--- src/rtl/unified_mem_arbiter.sv ---
// unified_mem_arbiter
// Shares one single-ported instruction/data memory between the fetch (IF)
// and load/store (DM) requesters. One access is outstanding at a time; the
// read data (or write acknowledge) is routed back to the owner MEM_LAT
// cycles after issue. DM has priority, but IF is guaranteed a grant after
// IF_STARVE_MAX consecutive DM grants made while IF was waiting.
module unified_mem_arbiter #(
    parameter int ADDR_W        = 32,
    parameter int DATA_W        = 32,
    parameter int MEM_LAT       = 2,
    parameter int IF_STARVE_MAX = 4
) (
    input  logic                clk,
    input  logic                reset,

    input  logic                if_req,
    input  logic [ADDR_W-1:0]   if_addr,
    output logic                if_gnt,
    output logic                if_rvalid,
    output logic [DATA_W-1:0]   if_rdata,

    input  logic                dm_req,
    input  logic                dm_we,
    input  logic [DATA_W/8-1:0] dm_be,
    input  logic [ADDR_W-1:0]   dm_addr,
    input  logic [DATA_W-1:0]   dm_wdata,
    output logic                dm_gnt,
    output logic                dm_rvalid,
    output logic [DATA_W-1:0]   dm_rdata,

    output logic                mem_en,
    output logic                mem_we,
    output logic [DATA_W/8-1:0] mem_be,
    output logic [ADDR_W-1:0]   mem_addr,
    output logic [DATA_W-1:0]   mem_wdata,
    input  logic [DATA_W-1:0]   mem_rdata
);

    localparam logic [2:0] LAT_C        = 3'(MEM_LAT);
    localparam logic [2:0] STARVE_MAX_C = 3'(IF_STARVE_MAX);

    typedef enum logic {
        IDLE = 1'b0,
        BUSY = 1'b1
    } state_t;

    state_t     state;
    logic       owner;       // 0 = IF, 1 = DM
    logic [2:0] cnt;         // cycles left until read data is valid
    logic [2:0] starve_cnt;  // DM grants taken while IF was waiting

    logic complete;
    logic slot_free;
    logic if_pick;

    // Slot availability, arbitration and memory-side mux. Grants are gated by
    // reset so nothing leaks out while the block is held in reset.
    always_comb begin
        complete  = (state == BUSY) && (cnt == 3'd1);
        slot_free = (state == IDLE) || complete;
        // IF wins when it is the sole requester or has been starved long enough
        if_pick   = if_req && (!dm_req || (starve_cnt == STARVE_MAX_C));

        if_gnt    = reset && slot_free && if_pick;
        dm_gnt    = reset && slot_free && dm_req && !if_pick;

        mem_en    = if_gnt | dm_gnt;
        mem_we    = dm_gnt & dm_we;
        mem_be    = '0;
        mem_addr  = '0;
        mem_wdata = '0;
        if (dm_gnt) begin
            mem_be    = dm_be;
            mem_addr  = dm_addr;
            mem_wdata = dm_wdata;
        end else if (if_gnt) begin
            mem_be    = '1;
            mem_addr  = if_addr;
        end
    end

    // Return path: one-cycle rvalid to the owner on the completion cycle;
    // the non-owner sees zero data.
    always_comb begin
        if_rvalid = reset && complete && !owner;
        dm_rvalid = reset && complete && owner;
        if_rdata  = if_rvalid ? mem_rdata : '0;
        dm_rdata  = dm_rvalid ? mem_rdata : '0;
    end

    // Outstanding-access tracker and IF starvation counter. An issue on the
    // completion cycle simply reloads the tracker (back-to-back throughput).
    always_ff @(posedge clk or negedge reset) begin
        if (!reset) begin
            state      <= IDLE;
            owner      <= 1'b0;
            cnt        <= 3'd0;
            starve_cnt <= 3'd0;
        end else begin
            if (mem_en) begin
                state <= BUSY;
                owner <= dm_gnt;
                cnt   <= LAT_C;
            end else if (complete) begin
                state <= IDLE;
                cnt   <= 3'd0;
            end else if (state == BUSY) begin
                cnt   <= cnt - 3'd1;
            end

            if (if_gnt) begin
                starve_cnt <= 3'd0;
            end else if (dm_gnt && if_req && (starve_cnt < STARVE_MAX_C)) begin
                starve_cnt <= starve_cnt + 3'd1;
            end
        end
    end

endmodule

--- config.mk ---
export PLATFORM = sky130hd
export DESIGN_NAME = unified_mem_arbiter
export DESIGN_NICKNAME = d
export VERILOG_FILES = /design/src/rtl/unified_mem_arbiter.sv
export SDC_FILE = /design/constraint.sdc
export NUM_CORES = 1
export LEC_CHECK = 0
export BUFFER_PORTS_ARGS = -buffer_cell sky130_fd_sc_hd__buf_2
export CORE_AREA = 2 2 108 110
export CTS_CLUSTER_DIAMETER = 120
export DETAILED_ROUTE_END_ITERATION = 6
export DIE_AREA = 0 0 110 112
export GPL_ROUTABILITY_DRIVEN = 0
export PLACE_DENSITY_LB_ADDON = 0.2
export SYNTH_ARGS = -nofsm -noshare
export SYNTH_HDL_FRONTEND = slang
export SYNTH_SLANG_ARGS = --single-unit
export TNS_END_PERCENT = 5
--- constraint.sdc ---
create_clock -name clk -period 3.35 [get_ports clk]
set_clock_uncertainty 0.2 [all_clocks]
set_input_delay 1.005 -clock clk [delete_from_list [all_inputs] [get_ports clk]]
set_output_delay 1.005 -clock clk [all_outputs]
set_load 0.02 [all_outputs]
Yosys cells after proc, flatten, opt, wreduce, memory -nomap -nowiden
Index checks and enable logic that the tools add are counted.
Widths: inputs -> output; s select.

storage, ports and cells
  bits in registers = 8
  input port bits = 137
  output and inout bits = 138
  word-level logic and storage cells = 45

cells by class
  add/subtract/negate cells = 2
  magnitude comparators = 1
  equal/unequal tests = 2
  muxes and demuxes = 14
  bitwise operators = 3
  reductions and logical operators = 19

operators by type and width
  cell                 count
  $mux 32              5
  $mux 3               5
  $logic_and 1x1->1    11
  $mux 4               2
  $reduce_bool 2->1    2
  $add 3x1->3 const B  1
  $eq 3x1->1 const B   1
  $eq 3x3->1 const B   1
  $logic_not 1->1      3
  $lt 3x3->1 const B   1
  $reduce_bool 3->1    1
  $sub 3x1->3 const B  1
  $logic_or 1x1->1     2
  $mux 1               2
  $and 1x1->1          1
  $not 1->1            1
  $or 1x1->1           1

Logic depth before layout (Yosys ltp)
Gate-level depths: netlist of the first run.

  depth after elaboration = 10
  gate-level depth with buffers = 7
  gate-level depth less buffers = 5

Least setup slack after synthesis of the first run
OpenSTA, ideal clock, no wires.

  path kind = input-to-output
  from = input dm_req
  to = output mem_be[0]
  data arrival time = 2117 ps
  data required time = 2145 ps
  slack = 28 ps
  stages on the path = 6
  path buffers = 3
  cells stage by stage = buf_4 > a21boi_2 > nand2b_1 > buf_4 > buf_4 > a21oi_1

on the way
  longest elaborated chain between the ends = 6
  elaborated cells on any way between the ends = 9

RTL lines
  what                                                         line    text
  from (decl)                                                  22      input logic dm_req,
  $logic_not 1->1                                              62      if_pick = if_req && (!dm_req || (starve_cnt == STARVE_MAX_C));
  $logic_or 1x1->1                                             62
  $logic_and 1x1->1                                            62
  $logic_and 1x1->1 / $logic_not 1->1 (equally long branches)  64, 65
  $mux 4 / $logic_and 1x1->1 (equally long branches)           76, 65
  $mux 4 *                                                     72      if (dm_gnt) begin
  to (decl)                                                    33      output logic [DATA_W/8-1:0] mem_be,

Mark *: on every way between the ends. The rest lies on a longest branch, timed or not.

Final worst setup path of the first run
  from = input dm_req
  to = output mem_wdata[18]

on the way
  longest elaborated chain between the ends = 6
  elaborated cells on any way between the ends = 7

RTL lines
  what                 line  text
  $logic_not 1->1      62
  $logic_or 1x1->1     62
  $logic_and 1x1->1    62
  $logic_not 1->1      65    dm_gnt = reset && slot_free && dm_req && !if_pick;
  $logic_and 1x1->1 *  65
  $mux 32 *            72
  to (decl)            35    output logic [DATA_W-1:0] mem_wdata,

Marked as above.

==> results of run 1 <==
## layout make-up
type | count | area share (%)
clock buffers | 3 | 1.79
inverters | 10 | 0.954
well taps | 143 | 4.26
multi-input cells | 240 | 43.5
repair buffers | 302 | 44.8
flip-flops and latches | 8 | 4.77
## logic make-up (layout without fill, tap and decap cells)
| group | after synthesis | in the layout | synth area share, % |
|---|---|---|---|
| flops | 8 | 8 | 9.50 |
| simple gates | 150 | 151 | 39.9 |
| buf+inv | 50 | 315 | 12.4 |
| fa+ha+maj | 4 | 4 | 2.37 |
| mux | 2 | 2 | 1.01 |
| compound gates | 83 | 83 | 34.8 |
## metal layers
layer	up-vias	GRT usage [%]	wire [µm]
met1	1456	15.0	3900
met3	11	1.35	773
met2	158	27.6	5450
li1	1617	-	-
met4	0	3.04	136
met5	-	0	0
## placed cells by master, fill, tap and decap left out, drive strengths merged, types with 2 or more instances in the layout
| master | count |
|---|---|
| a2111oi | 33 |
| nand2 | 42 |
| nor3 | 2 |
| ha | 4 |
| dfrtp | 8 |
| and2 | 65 |
| buf | 299 |
| o21ai | 4 |
| clkbuf | 6 |
| inv | 10 |
| a22o | 2 |
| a31o | 32 |
| nor2 | 3 |
| and3 | 33 |
| nand2b | 3 |
| a21oi | 6 |
## stage by stage
step / std cells / hold WS, ns / setup WS, ns / total power (W) / setup TNS [ns]
2_1_floorplan: 297 / 0.271 / 0.0277 / 0.000906 / 0
3_3_place_gp: 697 / 0.303 / -0.198 / 0.00126 / -4.48
3_5_place_dp: 697 / 0.311 / -0.145 / 0.00128 / -7.11
4_1_cts: 701 / 0.321 / -0.00773 / 0.00154 / -0.00773
5_1_grt: 706 / 0.340 / -0.0732 / 0.00181 / -1.11
6_report: 706 / 0.317 / 0.0247 / 0.00168 / 0
## sequential cells by signal, summed over array words and instances (netlist names)
signal      cells
state           1
cnt             3
starve_cnt      3
owner           1
## how the worst max path moves through the flow
stage / depth (start not counted) / slack (ns) / endpoint / from
after CTS: 6 / -0.008 / mem_wdata[13] / dm_req
final: 6 / 0.02 / mem_wdata[18] / dm_req
after global placement: 6 / -0.20 / mem_addr[2] / reset
after floorplan: 6 / 0.03 / mem_be[0] / dm_req
after detailed placement: 6 / -0.14 / mem_addr[5] / dm_req
after global routing: 6 / -0.07 / mem_addr[26] / if_req
## power groups by stage
stage	clock network (W)	logic [W]	registers [W]
floorplan	0	0.000733	0.000173
global placement	0	0.00107	0.000189
detailed placement	0	0.00109	0.000189
CTS	0.000207	0.00114	0.000190
global route	0.000212	0.00140	0.000199
finish	0.000202	0.00129	0.000193
## repair_timing
| action | 4_1_cts | 5_1_grt |
|---|---|---|
| cloned | 0 | 4 |
| endpoints found under the setup margin | 71 | 133 |
| buffers inserted | 1 | 1 |
| pin swaps | 0 | 5 |
| resized for setup | 38 | 64 |
==> results.md, run 1 <==
- Reg power frac: 11.4%
- 1st-iter DRT viols: 116
- Synth top cells by count: and2_1 (65), nand2_1 (42), and3_1 (33)
- Residual DRC: 0
- P&R area growth vs syn: 99.1%
- Switching power total: 0.000860 W
- Largest net degree at the start of global routing: 52
- Post-synthesis async set-or-reset flop share: 100%
- Area of the multi-input gates: 1820 µm²
- Crit Path Class: in2out
- Buf/Inv on CP: 3
- Pint: 0.000823 W
- Worst IR drop on VDD: 0.184 mV
- Total leakage power: 2.37 nW
- Syn Area/Cell: 7.10 µm²
- Yosys warns: 0
- Clock net sink count: 8
- Clk root buf: clkbuf_16
- Max_cap viols: 0
- Post-Route WL: 10300 µm
- Final hold vios: 0
- Initial antenna violation count: 0
- Ratio of cells with drive above 1 in the final layout: 59.7%
- CP max FO: 25
- Yosys top cell area share: 19.3%
- Crit. End Element: primary output
- Wire per inst: 14.5 µm
- Gr ovfl total: 0
- Post-Syn Nets: 438
- Count leader, synth: and2_1
- CTS Hold Bufs: 0
- HP Class: reg2reg
- Sequential cell area: 200 µm²
- Setup-failing EPs final: 0
- Worst-skew pair later-pin latency: 0.23 ns
- Data required time of the worst path: 2.14 ns
- TritonCTS Buffers: 3
- Headroom to the max-slew limit: 62.8%
- Seq/Total Area, Yosys: 9.50%
- H-Tree Depth: 1
- Final Slew Violations: 0
- Gate power share: 76.5%
- Yosys reg bits: 8
- Net Sw Frac: 51.1%
- Delay-heaviest family, CP: simple AND/OR/NAND/NOR gates
- Port Buf Inserts: 274
- Fmax: 0.301 GHz
- Synth cell types: 36
- DR vias/cell: 4.59
- Post-Route Utilization: 37.6%
- Outcome: complete, no violations
- Worst-Margin Slew: 0.554 ns
- # diodes: 0
- Setup crit start kind: input pin
- Critical R2R Launch: cnt[1]$_DFFE_PN0P_
- Router iterations before antenna repair: 4
- Final Critical Period: 3.33 ns
- Initial cell density of the core: 18.9%
- Die Area: 12300 µm²
- Clock Tree Buf Depth: 2
- Post-synth top area cell: and2_1
- DP Area: 3700 µm²
- Mapped Area: 2110 µm²
- RSZ-0062 raised after global routing: true
- First-pass GRT wire length: 13600 µm
- CP cell instances: buf_6, a21boi_4, nand2b_4, clkbuf_16, and3_1, buf_4
- Data arrival time of the worst path: 2.12 ns
- Hold path cells: 1
- Core region area: 11200 µm²
- Power Density: 401 nW/µm²
- HPWL after DPL: 7640 µm
- R2R Setup Slk: 1.29 ns
- CTS tree: yes
- Cell Rows: 39
- Number of synthesized flops with an enable pin: 0
- Die Ht: 112 µm
- Clk slew on worst S/H paths: 0.04 ns
- Vias: 3242
- Worst hold start: cnt[0]$_DFFE_PN0P_
- Cells after Synth: 297
- Fin crit share: 99.3%
- Top post-synthesis cells by area: and2_1 (19%), a31o_1 (13%), a2111oi_0 (10%)
- Clock Power Share: 12.0%
- Fill cell count: 1186
- IO Count: 275
- Post-route cell area: 4200 µm²
- Crit-path slowest cell: a21boi_4
- Reg2reg end: starve_cnt[0]$_DFFE_PN0P_
- CP max stage delay: 0.28 ns
- Most used DFF post-synth: dfrtp_1
- Aggregate global-route resource usage: 13.8%
- Nets@finish: 706
- Number of global-route vias before repair: 2822
- Worst Hold End: cnt[0]$_DFFE_PN0P_
- Routed Antenna Nets: 0
- Die width: 110 µm
- Reg2Reg Depth: 6
Power figures use the tool's default switching activity.
==> run 2, diff against run 1 <==
==> constraint.sdc (replaced) <==
create_clock -name clk -period 3.4 [get_ports clk]
set_clock_uncertainty 0.2 [all_clocks]
set_input_delay 1.02 -clock clk [delete_from_list [all_inputs] [get_ports clk]]
set_output_delay 1.02 -clock clk [all_outputs]
set_load 0.02 [all_outputs]
==> results.md, run 2 (same netlist as run 1, synthesis figures left out) <==
- Most frequent cells in the layout: buf_2 (223), and2_1 (65), buf_4 (64), nand2_1 (42), and3_1 (33)
- Cells after DPL: 693 (-0.57%)
- Crit Path Class: in2out
- Buf/Inv on CP: 4 (+1)
- Setup crit start kind: input pin
- Residual DRC: 0 (unchanged)
- Fill cell count: 1165 (-1.8%)
- Wire per inst: 14.7 µm (+1.3%)
- 1st-iter DRT viols: 98 (-16%)
- Die Area: 12300 µm² (unchanged)
- TritonCTS Buffers: 3 (unchanged)
- Reg power frac: 12.2% (+0.8 points)
- Area of the multi-input gates: 1820 µm² (-0.27%)
- Crit. End Element: primary output
- RSZ-0062 raised after global routing: true
- Hold Slack: 0.318 ns (+0.000780 ns)
- Most common cell after layout, fill and taps aside: buf_2
- DR vias/cell: 4.58 (-0.20%)
- Final WS setup: 0.0132 ns (-0.0115 ns)
- P&R area growth vs syn: 100%
- Worst hold start: cnt[0]$_DFFE_PN0P_
- CP max FO: 16 (-36%)
- Router iterations before antenna repair: 4 (unchanged)
- # diodes: 0 (unchanged)
- HP Class: reg2reg
- Nets@finish: 707 (+0.14%)
- Number of global-route vias before repair: 2752 (-2.5%)
- Critical R2R Launch: cnt[1]$_DFFE_PN0P_
- Fin crit share: 99.6%
- Post-Route WL: 10400 µm (+1.5%)
- Delay-heaviest family, CP: compound AO/OA/AOI/OAI gates
- Vias: 3240 (-0.062%)
- Aggregate global-route resource usage: 13.6% (-0.14 points)
- CTS tree: yes
- Port Buf Inserts: 274 (unchanged)
- Switching power total: 0.000843 W (-2.0%)
- Core region area: 11200 µm² (unchanged)
- Net Sw Frac: 50.9% (-0.17 points)
- Clock Power Share: 12.0% (about the same)
- Gate power share: 75.8% (-0.7 points)
- CTS Hold Bufs: 0 (unchanged)
- Ratio of cells with drive above 1 in the final layout: 59.2% (-0.46 points)
- First-pass GRT wire length: 13500 µm (-0.72%)
- Worst IR drop on VDD: 0.159 mV (-14%)
- Critical Path Start: dm_req
- Largest net degree at the start of global routing: 52 (unchanged)
- Final Slew Violations: 0 (unchanged)
- CP cell instances: buf_2, a21boi_4, buf_12, buf_12, a2111oi_1, a31o_1, buf_2
- Outcome: complete, no violations
- Clk root buf: clkbuf_16
- Sequential cell area: 200 µm² (unchanged)
- Setup-failing EPs final: 0 (unchanged)
- Worst-Margin Slew: 0.514 ns (-0.0395 ns)
- Gr ovfl total: 0 (unchanged)
- Power Density: 392 nW/µm² (-2.2%)
- Total leakage power: 2.38 nW (+0.38%)
- Worst-skew pair later-pin latency: 0.23 ns (about the same)
- IO Count: 275 (unchanged)
- Data arrival time of the worst path: 2.17 ns (+0.05 ns)
- Initial cell density of the core: 18.9% (unchanged)
- Final Critical Period: 3.39 ns
- Die Ht: 112 µm (unchanged)
- Fmax: 0.295 GHz
- Headroom to the max-slew limit: 65.7% (+2.9 points)
- HPWL after DPL: 7590 µm (-0.62%)
- Pint: 0.000812 W (-1.3%)
- Cell Rows: 39 (unchanged)
- Die width: 110 µm (unchanged)
- CP max stage delay: 0.29 ns (about the same)
- Clock net sink count: 8 (unchanged)
- Clk slew on worst S/H paths: 0.04 ns (about the same)
- Initial antenna violation count: 0 (unchanged)
- Crit-path slowest cell: a2111oi_1
- Pre-CTS WS: -0.146 ns (-0.00134 ns)
- Data required time of the worst path: 2.18 ns (+0.04 ns)
- Max_cap viols: 0 (unchanged)
- H-Tree Depth: 1 (unchanged)
- Top Registers: cnt: 3 flops, starve_cnt: 3 flops
- Fin cells: 707 (+0.14%)
- Clock Tree Buf Depth: 2 (unchanged)
- Routed Antenna Nets: 0 (unchanged)
- Final hold vios: 0 (unchanged)
[run 2: cell count changes in the layout (fill, tap and decap cells not counted), sizes merged]
| cell | before | now |
|---|---|---|
| nand2b | 3 | 4 |
[run 2: path summary, 6_finish.rpt]
path                                                   to  slack [ns]  cells after the start
min in group asynchronous       starve_cnt[1]$_DFFE_PN0P_        0.55                      2
worst max register to register  starve_cnt[0]$_DFFE_PN0P_        1.48                      5
worst min register to register         cnt[0]$_DFFE_PN0P_        0.32                      1
max in group asynchronous               owner$_DFFE_PN0P_        2.25                      3
worst max-delay path                         mem_addr[16]        0.01                      7
worst min-delay path                   cnt[0]$_DFFE_PN0P_        0.32                      1
[run 2: metrics by stage]
step           setup TNS, ns  utilization (%)  instance area (µm²)  power (W)
2_1_floorplan              0                -                 2110   0.000893
3_3_place_gp           -3.48             33.1                 3700    0.00123
3_5_place_dp           -7.04             33.1                 3700    0.00125
4_1_cts               -0.177             34.5                 3860    0.00148
5_1_grt                -1.90             37.8                 4220    0.00178
6_report                   0             37.8                 4220    0.00166
[run 2: what timing repair did]
action | CTS | global route
setup buffers | 0 | 5
setup endpoints to repair | 71 | 114
gates resized for setup | 32 | 69
cloned | 0 | 6
[run 2: routing by layer]
layer  vias up  global-route usage (%)  wire [µm]
li1       1618                       -          -
met1      1460                    14.8       3900
met2       158                    27.4       5680
met3         4                    1.58        778
met4         0                    2.53         57
met5         -                       0          0
[run 2: final cells by class]
type	count	area share [%]
Tap cell	143	4.24
Multi-Input combinational cell	241	43.1
Sequential cell	8	4.74
Timing Repair Buffer	302	45.2
Clock buffer	3	1.78
Inverter	10	0.949
[run 2: power by group through the flow]
stage               Clock [W]  Sequential (W)  Combinational (W)
global placement            0        0.000195            0.00104
detailed placement          0        0.000197            0.00105
global route         0.000208        0.000212            0.00136
finish               0.000199        0.000203            0.00125
floorplan                   0        0.000171           0.000722
CTS                  0.000204        0.000197            0.00108
==> run 3, diff against run 2 <==
--- a/config.mk
+++ b/config.mk
@@ -6,10 +6,10 @@
 export NUM_CORES = 1
 export LEC_CHECK = 0
 export BUFFER_PORTS_ARGS = -buffer_cell sky130_fd_sc_hd__buf_2
-export CORE_AREA = 2 2 108 110
+export CORE_AREA = 4 4 104 106
 export CTS_CLUSTER_DIAMETER = 120
 export DETAILED_ROUTE_END_ITERATION = 6
-export DIE_AREA = 0 0 110 112
+export DIE_AREA = 0 0 108 110
 export GPL_ROUTABILITY_DRIVEN = 0
 export PLACE_DENSITY_LB_ADDON = 0.2
 export SYNTH_ARGS = -nofsm -noshare
==> results.md, run 3 (same netlist as run 1, synthesis figures left out) <==
- Router iterations before antenna repair: 4 (unchanged)
- HPWL after DPL: 8240 µm (+8.5%)
- Initial cell density of the core: 21.6% (+2.7 points)
- Vias: 3178 (-1.9%)
- Pre-CTS WS: -0.0254 ns (+0.121 ns)
- Port Buf Inserts: 274 (unchanged)
- Ratio of cells with drive above 1 in the final layout: 57.0% (-2.2 points)
- TritonCTS Buffers: 3 (unchanged)
- Worst-skew pair later-pin latency: 0.23 ns (about the same)
- Die width: 108 µm (-1.8%)
- Fin crit share: 99.0% (-0.60 points)
- Die Area: 11900 µm² (-3.6%)
- Crit Path Class: in2out
- Post-Route WL: 10100 µm (-3.0%)
- Area of the multi-input gates: 1730 µm² (-4.7%)
- Gr ovfl total: 0 (unchanged)
- Hold Slack: 0.321 ns (+0.00325 ns)
- Data arrival time of the worst path: 2.15 ns (-0.02 ns)
- CP max stage delay: 0.34 ns (+0.05 ns)
- 1st-iter DRT viols: 178 (+82%)
- HP Class: reg2reg
- Number of global-route vias before repair: 3021 (+9.8%)
- Clk root buf: clkbuf_8
- Most frequent cells in the layout: buf_2 (252), and2_1 (65), nand2_1 (42), and3_1 (33), a31o_1 (32)
- Residual DRC: 0 (unchanged)
- CP cell instances: buf_2, a21boi_4, buf_12, a2111oi_0, a31o_1, buf_2
- Setup-failing EPs final: 0 (unchanged)
- Outcome: complete, no violations
- Top Registers: cnt: 3 flops, starve_cnt: 3 flops
- Data required time of the worst path: 2.18 ns (about the same)
- Max_cap viols: 0 (unchanged)
- Clk slew on worst S/H paths: 0.04 ns (about the same)
- Headroom to the max-slew limit: 58.2% (-7.5 points)
- H-Tree Depth: 1 (unchanged)
- # Post-CTS Setup Buffers: 0 (unchanged)
- Final WS setup: 0.0335 ns (+0.0203 ns)
- Crit-path slowest cell: a2111oi_0
- Initial antenna violation count: 2 (+2)
- CP max FO: 32 (+16)
- Post-Route Utilization: 39.3% (+1.6 points)
- Total leakage power: 2.27 nW (-4.6%)
- Final Critical Period: 3.37 ns (-0.0203 ns)
- RSZ-0062 raised after global routing: true
- Clock net sink count: 8 (unchanged)
- IO Count: 275 (unchanged)
- Most common cell after layout, fill and taps aside: buf_2
- Wire per inst: 14.7 µm (+0.12%)
- Largest net degree at the start of global routing: 56 (+7.7%)
- Final hold vios: 0 (unchanged)
- Power Density: 375 nW/µm² (-4.5%)
- P&R area growth vs syn: 82.4%
- Crit path top cell by count: buf_2
- Aggregate global-route resource usage: 14.8% (+1.1 points)
- Fmax: 0.297 GHz (+0.60%)
- Fill cell count: 1054 (-9.5%)
- Die Ht: 110 µm (-1.8%)
- Final Slew Violations: 0 (unchanged)
- DR vias/cell: 4.64 (+1.2%)
- Clock Tree Buf Depth: 2 (unchanged)
- Worst-Margin Slew: 0.626 ns (+0.112 ns)
- Setup crit start kind: input pin
- Nets@finish: 694 (-1.8%)
- CTS tree: yes
- Core region area: 9770 µm² (-13%)
- First-pass GRT wire length: 14300 µm (+6.3%)
- Sequential cell area: 200 µm² (unchanged)
- Setup_tns: 0 ns (unchanged)
- Crit. End Element: primary output
- Cell Rows: 36 (-7.7%)
- Hold path cells: 1 (unchanged)
- Reg2Reg Depth: 4 (-1)
- Routed Antenna Nets: 0 (unchanged)
- Worst IR drop on VDD: 0.190 mV (+20%)
## run 3: changes by cell type in the layout (fill, tap and decap cells not counted), sizes merged
cell and delta:
diode +1, buf -10, nand2b -1, clkbuf -2
## run 3: per-layer routing
metal / share of wire [%] / track usage, %
met3: 8.2 / 1.63
met4: 1.5 / 3.88
met1: 37 / 15.5
met2: 54 / 30.6
met5: 0 / 0
## run 3: power by group
group | switching, W | total, W | internal [W] | leakage [nW]
combinational | 0.000678 | 0.00113 | 0.000449 | 2.15
sequential | 0.0000575 | 0.000195 | 0.000138 | 0.0968
clock | 0.0000411 | 0.000118 | 0.0000770 | 0.0216
total | 0.000777 | 0.00144 | 0.000663 | 2.27
## run 3: worst max-delay path, delay by kind of cell
family | cells | cell delay (ns)
buffers and inverters | 3 | 0.45
AO/OA/AOI/OAI | 3 | 0.65
## run 3: area by class of cell
type	instances	area share, %
Timing Repair Buffer	290	43.2
Clock buffer	3	1.07
Antenna cell	1	0.0651
Sequential cell	8	5.21
Inverter	10	0.976
Multi-Input combinational cell	240	45.1
Tap cell	133	4.33
## run 3: final timing paths
kind	from	to	slack [ns]
max	dm_req	mem_addr[6]	0.03
min	cnt[1]$_DFFE_PN0P_	cnt[1]$_DFFE_PN0P_	0.32
max reg2reg	cnt[0]$_DFFE_PN0P_	starve_cnt[0]$_DFFE_PN0P_	1.54
min reg2reg	cnt[1]$_DFFE_PN0P_	cnt[1]$_DFFE_PN0P_	0.32
max in group asynchronous	reset	state$_DFFE_PN0P_	2.30
min in group asynchronous	reset	starve_cnt[2]$_DFFE_PN0P_	0.57
## run 3: what timing repair did
item / 4_1_cts / 5_1_grt
setup endpoints to repair: 4 / 117
resized for setup: 4 / 41
cloned: 0 / 1
hold buffers: 0 / 0
## run 3: stage by stage
step | total power [W] | area [µm²] | cells
floorplan | 0.000893 | 2110 | 297
global placement | 0.00124 | 3660 | 680
detailed placement | 0.00126 | 3660 | 680
CTS | 0.00138 | 3710 | 683
global route | 0.00155 | 3840 | 685
finish | 0.00144 | 3840 | 685
